### config.mk
export PLATFORM = sky130hd
export DESIGN_NAME = mem_arbiter_flat
export DESIGN_NICKNAME = d
export VERILOG_FILES = /design/src/rtl/mem_arbiter_pkg.sv /design/src/rtl/mem_arbiter_if.sv /design/src/rtl/arb_starve_counter.sv /design/src/rtl/mem_arbiter.sv /design/src/flat_wrapper.sv
export SDC_FILE = /design/constraint.sdc
export NUM_CORES = 1
export LEC_CHECK = 0
export BUFFER_PORTS_ARGS = -buffer_cell sky130_fd_sc_hd__buf_2
export CAP_MARGIN = 5
export CORE_UTILIZATION = 49
export CTS_BUF_LIST = sky130_fd_sc_hd__clkbuf_8 sky130_fd_sc_hd__clkbuf_16
export DETAILED_ROUTE_END_ITERATION = 10
export PLACE_DENSITY = 0.86
export SLEW_MARGIN = 20
export SYNTH_ARGS = -nofsm -noshare
export SYNTH_HDL_FRONTEND = slang
export SYNTH_HIERARCHICAL = 1
export SYNTH_SLANG_ARGS = --single-unit
### constraint.sdc
create_clock -name clk -period 2.3 [get_ports clk]
set_clock_uncertainty 0.15 [all_clocks]
set_input_delay 0.46 -clock clk [delete_from_list [all_inputs] [get_ports clk]]
set_output_delay 0.46 -clock clk [all_outputs]
set_load 0.01 [all_outputs]
### src/rtl/mem_arbiter_pkg.sv
// mem_arbiter_pkg: shared definitions for the memory arbiter.
//   - FSM state encoding (ST_IDLE/ST_ISSUE/ST_DONE)
//   - requester ids (ID_FETCH/ID_DATA)
//   - STARVE_LIMIT default
//   - RISC-V load/store funct3 codes (LOAD_*, STORE_*)
//   - acc_t latched access record and access_err() legality check
package mem_arbiter_pkg;

  localparam logic [1:0] ST_IDLE  = 2'd0;
  localparam logic [1:0] ST_ISSUE = 2'd1;
  localparam logic [1:0] ST_DONE  = 2'd2;

  localparam logic ID_FETCH = 1'b0;
  localparam logic ID_DATA  = 1'b1;

  localparam int unsigned STARVE_LIMIT_DEFAULT = 4;

  localparam logic [2:0] LOAD_LB  = 3'b000;
  localparam logic [2:0] LOAD_LH  = 3'b001;
  localparam logic [2:0] LOAD_LW  = 3'b010;
  localparam logic [2:0] LOAD_LBU = 3'b100;
  localparam logic [2:0] LOAD_LHU = 3'b101;

  localparam logic [2:0] STORE_SB = 3'b000;
  localparam logic [2:0] STORE_SH = 3'b001;
  localparam logic [2:0] STORE_SW = 3'b010;

  // One in-flight access, captured at arbitration.
  typedef struct packed {
    logic        id;
    logic        we;
    logic        err;
    logic [2:0]  f3;
    logic [5:0]  addr;
    logic [31:0] wdata;
  } acc_t;

  // High for undefined funct3, misalignment, or an access running past byte 63.
  function automatic logic access_err(input logic we, input logic [2:0] f3,
                                      input logic [5:0] addr);
    logic [2:0] size_m1;
    logic       undef;
    logic       misalign;
    logic [6:0] last;
    size_m1 = 3'd0;
    undef   = 1'b0;
    if (we) begin
      case (f3)
        STORE_SB: size_m1 = 3'd0;
        STORE_SH: size_m1 = 3'd1;
        STORE_SW: size_m1 = 3'd3;
        default:  undef   = 1'b1;
      endcase
    end else begin
      case (f3)
        LOAD_LB, LOAD_LBU: size_m1 = 3'd0;
        LOAD_LH, LOAD_LHU: size_m1 = 3'd1;
        LOAD_LW:           size_m1 = 3'd3;
        default:           undef   = 1'b1;
      endcase
    end
    misalign = ((size_m1 == 3'd1) && addr[0]) || ((size_m1 == 3'd3) && (addr[1:0] != 2'b00));
    last     = {1'b0, addr} + {4'd0, size_m1};
    return undef || misalign || last[6];
  endfunction

endpackage

### src/rtl/mem_arbiter_if.sv
// mem_arbiter_if: fetch port, data port and shared memory port of the arbiter.
//   slave  - arbiter view (requests in, acks/memory strobes out, mem_rdata in)
//   master - environment view (requesters and memory)
interface mem_arbiter_if;
  logic        if_req;
  logic [5:0]  if_addr;
  logic        if_ack;
  logic        if_err;
  logic [31:0] if_rdata;

  logic        d_req;
  logic        d_we;
  logic [2:0]  d_f3;
  logic [5:0]  d_addr;
  logic [31:0] d_wdata;
  logic        d_ack;
  logic        d_err;
  logic [31:0] d_rdata;

  logic        mem_rd;
  logic        mem_wr;
  logic [2:0]  mem_f3;
  logic [5:0]  mem_addr;
  logic [31:0] mem_wdata;
  logic [31:0] mem_rdata;

  modport slave (
    input  if_req, if_addr, d_req, d_we, d_f3, d_addr, d_wdata, mem_rdata,
    output if_ack, if_err, if_rdata, d_ack, d_err, d_rdata,
           mem_rd, mem_wr, mem_f3, mem_addr, mem_wdata
  );

  modport master (
    output if_req, if_addr, d_req, d_we, d_f3, d_addr, d_wdata, mem_rdata,
    input  if_ack, if_err, if_rdata, d_ack, d_err, d_rdata,
           mem_rd, mem_wr, mem_f3, mem_addr, mem_wdata
  );
endinterface

### src/rtl/arb_starve_counter.sv
// arb_starve_counter: counts data grants made while a fetch is waiting.
//   clk, rst_n     clock, async active-low reset
//   arb            an arbitration happens this cycle
//   grant_fetch    that arbitration picks the fetch port
//   fetch_pending  if_req at arbitration
//   starve         count has reached STARVE_LIMIT; fetch must win next
module arb_starve_counter #(
  parameter int unsigned STARVE_LIMIT = 4
) (
  input  logic clk,
  input  logic rst_n,
  input  logic arb,
  input  logic grant_fetch,
  input  logic fetch_pending,
  output logic starve
);

  localparam int unsigned CW = $clog2(STARVE_LIMIT + 2);

  logic [CW-1:0] cnt_q, cnt_d;

  always_comb begin
    cnt_d = cnt_q;
    if (arb) begin
      if (grant_fetch || !fetch_pending) begin
        cnt_d = '0;
      end else if (cnt_q != CW'(STARVE_LIMIT)) begin
        cnt_d = cnt_q + 1'b1;
      end
    end
  end

  always_ff @(posedge clk or negedge rst_n) begin
    if (!rst_n) begin
      cnt_q <= '0;
    end else begin
      cnt_q <= cnt_d;
    end
  end

  assign starve = (cnt_q == CW'(STARVE_LIMIT));

endmodule

### src/rtl/mem_arbiter.sv
// mem_arbiter: arbitrates a fetch port and a data port onto one memory port.
//   clk, rst_n   clock, async active-low reset
//   bus          mem_arbiter_if.slave: if_* fetch, d_* data, mem_* memory port
//   busy         high whenever the FSM is not idle
// One access in flight: IDLE (arbitrate+latch) -> ISSUE (drive memory) ->
// DONE (ack). Data wins over fetch. Build option ARB_STARVE_GUARD_EN forces a
// fetch grant after STARVE_LIMIT consecutive data grants while if_req waits.
module mem_arbiter
  import mem_arbiter_pkg::*;
#(
  parameter int unsigned STARVE_LIMIT = STARVE_LIMIT_DEFAULT
) (
  input  logic         clk,
  input  logic         rst_n,
  mem_arbiter_if.slave bus,
  output logic         busy
);

  if (STARVE_LIMIT == 0) begin : g_limit_check
    $error("STARVE_LIMIT must be at least 1");
  end

  logic [1:0]  state_q, state_d;
  acc_t        acc_q, acc_d;
  logic [31:0] rdata_q, rdata_d;
  logic        any_req;
  logic        grant_fetch;
  logic        starve;

  assign any_req = bus.if_req | bus.d_req;

`ifdef ARB_STARVE_GUARD_EN
  logic arb;
  assign arb = (state_q == ST_IDLE) & any_req;

  arb_starve_counter #(
    .STARVE_LIMIT (STARVE_LIMIT)
  ) u_starve (
    .clk           (clk),
    .rst_n         (rst_n),
    .arb           (arb),
    .grant_fetch   (grant_fetch),
    .fetch_pending (bus.if_req),
    .starve        (starve)
  );
`else
  assign starve = 1'b0;
`endif

  assign grant_fetch = bus.if_req & (~bus.d_req | starve);

  always_comb begin
    state_d = state_q;
    acc_d   = acc_q;
    rdata_d = rdata_q;
    case (state_q)
      ST_IDLE: begin
        if (any_req) begin
          if (grant_fetch) begin
            acc_d.id    = ID_FETCH;
            acc_d.we    = 1'b0;
            acc_d.f3    = LOAD_LW;
            acc_d.addr  = bus.if_addr;
            acc_d.wdata = '0;
          end else begin
            acc_d.id    = ID_DATA;
            acc_d.we    = bus.d_we;
            acc_d.f3    = bus.d_f3;
            acc_d.addr  = bus.d_addr;
            acc_d.wdata = bus.d_wdata;
          end
          acc_d.err = access_err(acc_d.we, acc_d.f3, acc_d.addr);
          state_d   = ST_ISSUE;
        end
      end
      ST_ISSUE: begin
        // Writes and faulted accesses report zero read data.
        rdata_d = (acc_q.we || acc_q.err) ? '0 : bus.mem_rdata;
        state_d = ST_DONE;
      end
      ST_DONE: state_d = ST_IDLE;
      default: state_d = ST_IDLE;
    endcase
  end

  always_ff @(posedge clk or negedge rst_n) begin
    if (!rst_n) begin
      state_q <= ST_IDLE;
      acc_q   <= '0;
      rdata_q <= '0;
    end else begin
      state_q <= state_d;
      acc_q   <= acc_d;
      rdata_q <= rdata_d;
    end
  end

  // Outputs decode only from registered state, so reset zeroes them at once.
  always_comb begin
    bus.mem_rd    = 1'b0;
    bus.mem_wr    = 1'b0;
    bus.mem_f3    = '0;
    bus.mem_addr  = '0;
    bus.mem_wdata = '0;
    bus.if_ack    = 1'b0;
    bus.if_err    = 1'b0;
    bus.if_rdata  = '0;
    bus.d_ack     = 1'b0;
    bus.d_err     = 1'b0;
    bus.d_rdata   = '0;
    if (state_q == ST_ISSUE) begin
      bus.mem_rd    = ~acc_q.err & ~acc_q.we;
      bus.mem_wr    = ~acc_q.err & acc_q.we;
      bus.mem_f3    = acc_q.f3;
      bus.mem_addr  = acc_q.addr;
      bus.mem_wdata = acc_q.wdata;
    end
    if (state_q == ST_DONE) begin
      if (acc_q.id == ID_DATA) begin
        bus.d_ack   = 1'b1;
        bus.d_err   = acc_q.err;
        bus.d_rdata = rdata_q;
      end else begin
        bus.if_ack   = 1'b1;
        bus.if_err   = acc_q.err;
        bus.if_rdata = rdata_q;
      end
    end
  end

  assign busy = (state_q != ST_IDLE);

endmodule

### src/flat_wrapper.sv
// flat-port wrapper written by rule: the top's interface ports become plain ports
module mem_arbiter_flat import mem_arbiter_pkg::*;
#(
  parameter int unsigned STARVE_LIMIT = STARVE_LIMIT_DEFAULT
)
  (clk, rst_n, busy, bus_if_req, bus_if_addr, bus_d_req, bus_d_we, bus_d_f3, bus_d_addr, bus_d_wdata, bus_mem_rdata, bus_if_ack, bus_if_err, bus_if_rdata, bus_d_ack, bus_d_err, bus_d_rdata, bus_mem_rd, bus_mem_wr, bus_mem_f3, bus_mem_addr, bus_mem_wdata);
  mem_arbiter_if bus_i ();
  input  logic clk;
  input  logic rst_n;
  output logic busy;
  input wire logic [$bits(bus_i.if_req)-1:0] bus_if_req;
  input wire logic [$bits(bus_i.if_addr)-1:0] bus_if_addr;
  input wire logic [$bits(bus_i.d_req)-1:0] bus_d_req;
  input wire logic [$bits(bus_i.d_we)-1:0] bus_d_we;
  input wire logic [$bits(bus_i.d_f3)-1:0] bus_d_f3;
  input wire logic [$bits(bus_i.d_addr)-1:0] bus_d_addr;
  input wire logic [$bits(bus_i.d_wdata)-1:0] bus_d_wdata;
  input wire logic [$bits(bus_i.mem_rdata)-1:0] bus_mem_rdata;
  output wire logic [$bits(bus_i.if_ack)-1:0] bus_if_ack;
  output wire logic [$bits(bus_i.if_err)-1:0] bus_if_err;
  output wire logic [$bits(bus_i.if_rdata)-1:0] bus_if_rdata;
  output wire logic [$bits(bus_i.d_ack)-1:0] bus_d_ack;
  output wire logic [$bits(bus_i.d_err)-1:0] bus_d_err;
  output wire logic [$bits(bus_i.d_rdata)-1:0] bus_d_rdata;
  output wire logic [$bits(bus_i.mem_rd)-1:0] bus_mem_rd;
  output wire logic [$bits(bus_i.mem_wr)-1:0] bus_mem_wr;
  output wire logic [$bits(bus_i.mem_f3)-1:0] bus_mem_f3;
  output wire logic [$bits(bus_i.mem_addr)-1:0] bus_mem_addr;
  output wire logic [$bits(bus_i.mem_wdata)-1:0] bus_mem_wdata;
  assign bus_i.if_req = bus_if_req;
  assign bus_i.if_addr = bus_if_addr;
  assign bus_i.d_req = bus_d_req;
  assign bus_i.d_we = bus_d_we;
  assign bus_i.d_f3 = bus_d_f3;
  assign bus_i.d_addr = bus_d_addr;
  assign bus_i.d_wdata = bus_d_wdata;
  assign bus_i.mem_rdata = bus_mem_rdata;
  assign bus_if_ack = bus_i.if_ack;
  assign bus_if_err = bus_i.if_err;
  assign bus_if_rdata = bus_i.if_rdata;
  assign bus_d_ack = bus_i.d_ack;
  assign bus_d_err = bus_i.d_err;
  assign bus_d_rdata = bus_i.d_rdata;
  assign bus_mem_rd = bus_i.mem_rd;
  assign bus_mem_wr = bus_i.mem_wr;
  assign bus_mem_f3 = bus_i.mem_f3;
  assign bus_mem_addr = bus_i.mem_addr;
  assign bus_mem_wdata = bus_i.mem_wdata;
  mem_arbiter #(.STARVE_LIMIT(STARVE_LIMIT)) u_core (.clk(clk), .rst_n(rst_n), .bus(bus_i), .busy(busy));
endmodule
==> reports/results.tsv <==
stage	metric	value	unit
sta	final hold vios	0	
worst_setup_path	startpoint type of the worst setup path	register	
power_and_ir_drop	power consumption	0.00592	W
yosys	Synth Area in Adders	0.341	%
clock_network	Inserted Clock Buffers	9	
power_and_ir_drop	LEAKAGE	2.81	nW
yosys	number of synthesized flops with an enable pin	0	
worst_setup_path	Crit path max-delay family	buffers and inverters	
drt	number of vias after detailed routing	3145	
drt	Remaining DRCs	0	
sta	transition time of the tightest slew-check pin	437	ps
global_route	via count of the first global-routing pass	2839	
yosys	Syn Nets	413	
power_and_ir_drop	power share of the clock group	19.0	%
yosys	post-synthesis instance total	328	
global_route	aggregate global-route resource usage	22.8	%
sta	period utilization	93.8	%
power_and_ir_drop	logic gate share of total power	39.7	%
power_and_ir_drop	power dissipated by switching net loads	0.00209	W
clock_network	Sink Count	78	
sta	Period minus WS final	2160	ps
yosys	share of synthesized area spent on multiplexers	1.95	%
worst_setup_path	Critical-path top delay cell	dfrtp_1	
worst_setup_path	CP Buf/Inv Count	2	
layout	fill count	576	
drt	number of nets still failing antenna checks after routing	0	
worst_setup_path	Critical Path RT	1690	ps
layout	number of non-filler instances in the completed layout	620	
clock_network	H-tree Lvls	3	
drt	Avg Vias per Cell	5.07	
place	weighted congestion at the end of routability-driven global placement	0.764	
layout	Net count, final	602	
floorplan	count of standard-cell rows	31	
sta	relative slew slack	70.9	%
place	number of instances in the placed design	604	
worst_setup_path	largest fanout on the critical path	34	
run	count of max-cap constraint violations	0	
worst_setup_path	Worst path max stage delay	390	ps
global_route	grt ovf	0	
clock_network	CTS clock-pin slew for the worst setup and hold paths	80	ps
yosys	cell type contributing the most total cell area after synthesis	dfrtp_1	
global_route	initial antenna violation count	0	
yosys	sequential share of the synthesized area	53.2	%
drt	length of the first detailed-routing pass in iterations	4	
clock_network	Skew-Pair Late Insertion Delay	330	ps
drt	post-detailed-route wirelength per cell	14.3	um
yosys	share of synthesized cell area in and, or, nand and nor gates	21.7	%
global_route	met3 routing resource usage after global routing	6.44	%
clock_network	clock tree buffer depth	2	
power_and_ir_drop	power density relative to cell area	1190	nW/um2
clock_network	root cell of the clock tree	clkbuf_8	
floorplan	die extent in y	88.5	um
worst_setup_path	sort of element at the end of the critical path	output pin	
worst_setup_path	Arr. time, crit path	1550	ps
floorplan	I/O pin count	196	
worst_setup_path	chain of cells forming the critical path	nand2b_1 -> buf_4 -> nor3b_1 -> buf_2	
yosys	Post-Synth XOR/XNOR Area	0	%
place	half-perimeter wire length after detailed placement	6.36	mm
yosys	flop and latch count out of synthesis	78	
yosys	Avg Cell Area, Syn	11.2	um2
sta	unrepaired setup endpoints after global routing	false	
yosys	fraction of synthesized cell area taken by the top area cell type	53.2	%
layout	most common cell after layout, fill and taps aside	buf_2	
yosys	post-synthesis cell type count	31	
outcome	run status	completed	
global_route	first-pass GRT wire length	13.5	mm
power_and_ir_drop	maximum VDD drop	0.626	mV
global_route	global-route met2 utilization	38.5	%
yosys	fraction of registers with async set or reset after synthesis	100	%
yosys	main combinational cell family by area after synthesis	simple AND/OR/NAND/NOR gates	
clock_network	Post-CTS Setup Inserts	0	
sta	final-report setup violation count	0	
place	number of input and output port buffers inserted	195	
power_and_ir_drop	Flop pwr share	41.4	%
yosys	share of the synthesized area in compound gates (AO/OA/AOI/OAI)	18.6	%
layout	leading cell types in the layout, fill and taps excluded	194 x buf_2, 108 x and2_1, 78 x dfrtp_1	
power_and_ir_drop	switching share of total power	35.4	%
clock_network	TritonCTS clock tree	done	
yosys	Netlist Area Pre-Place	3670	um2
global_route	maximum number of pins on one net before global-route repair	47	
global_route	global-route layer with the greatest usage	met2	
global_route	met1 track utilization from global routing	28.8	%
sta	Fin Setup TNS	0	ps
layout	proportion of layout cells with a drive suffix above 1	42.6	%
sta	Final Max Slew Viols	0	
floorplan	effective utilization at floorplan	50.5	%
worst_setup_path	critical path start-end classification	reg -> out	
sta	hold slack	185	ps
drt	initial drt markers	116	
floorplan	placeable core area	7250	um2
yosys	Synth warnings	6	
drt	DRT Wirelength	8.88	mm
layout	Area growth, synth to finish	35.6	%
sta	achievable clock frequency	463	MHz
floorplan	die area	7830	um2
floorplan	die span in x	88.5	um
yosys	top cells by area, synth	dfrtp_1 53%, and2_1 18%, a22o_1 16%	
min_path	kind of path behind the tightest hold check	in -> reg	
yosys	primary flip-flop cell chosen by synthesis mapping	dfrtp_1	
layout	Antenna diodes	0	
power_and_ir_drop	internal power consumption	0.00382	W
worst paths after layout:
path	cells past startpoint	start	slack, ps	to
min in group asynchronous	2	rst_n	470	u_core/acc_q[35]$_DFFE_PN0P_
max in group asynchronous	3	rst_n	940	u_core/rdata_q[5]$_DFFE_PN0P_
hold / removal	2	bus_d_wdata[15]	190	u_core/acc_q[15]$_DFFE_PN0P_
setup reg to reg	5	u_core/state_q[1]$_DFFE_PN0P_	550	u_core/rdata_q[16]$_DFFE_PN0P_
setup / recovery	4	u_core/state_q[1]$_DFFE_PN0P_	140	bus_mem_wr
hold reg to reg	2	u_core/acc_q[34]$_DFFE_PN0P_	320	u_core/acc_q[34]$_DFFE_PN0P_
registers in the layout (all words and copies together), names as in the netlist:
| name | cells |
|---|---|
| u_core/state_q | 2 |
| u_core/acc_q | 44 |
| u_core/rdata_q | 32 |
cell usage after synthesis, drive strengths merged (2+ instances only):
cell    count
nor3b       2
mux2i       6
buf        12
nor3        2
and2      108
nand2       9
a22o       67
nor2        2
nand4       2
o21ai       7
inv         4
clkbuf     15
a21o        2
dfrtp      78
layout make-up:
class,count,area (um2),area share (%)
Timing Repair Buffer,205,1080,21.8
Clock inverter,4,70.1,1.41
Sequential cell,78,1950,39.3
Tap cell,99,124,2.49
Inverter,4,15.0,0.302
Multi-Input combinational cell,219,1570,31.6
Clock buffer,11,151,3.05
repair_timing:
action / 4_1_cts / 5_1_grt
hold buffers: 1 / 0
endpoints found under the setup margin: 0 / 21
gates resized for setup: 0 / 1
endpoints found under the hold margin: 32 / 0
per-stage QoR:
step                      cell area, um2  setup slack [ps]  util (%)
final                               4970               142      68.5
after global routing                4970              22.7      68.5
after CTS                           4970              53.3      68.5
after detailed placement            4730               441      65.3
after global placement              4730               470      65.3
after floorplan                     3670               490         -
worst register-to-register path, delay by kind of cell (launching register included):
family | cells | cell delay (ps)
DFF | 1 | 390
AOI/OAI and AO/OA | 1 | 210
buffers and inverters | 2 | 600
and+or+nand+nor | 2 | 340
cell families after synthesis:
group           Yosys count
mux                       7
simple gates            129
flops                    78
compound gates           82
buf+inv                  31
fa+ha+maj                 1
layer usage:
metal | routed length (um) | share of wire (%) | vias up
met3 | 621 | 7.0 | 7
li1 | - | - | 1525
met1 | 3800 | 43 | 1479
met2 | 4390 | 49 | 134
met4 | 65 | 0.73 | 0
met5 | 0 | 0 | -
power by group through the flow:
stage / Combinational, W / Clock (W) / Sequential [W]
floorplan: 0.00167 / 0 / 0.00232
global placement: 0.00228 / 0 / 0.00244
detailed placement: 0.00236 / 0 / 0.00246
CTS: 0.00237 / 0.00114 / 0.00245
global route: 0.00259 / 0.00123 / 0.00254
finish: 0.00235 / 0.00112 / 0.00245
(Power assumes the default switching activity.)
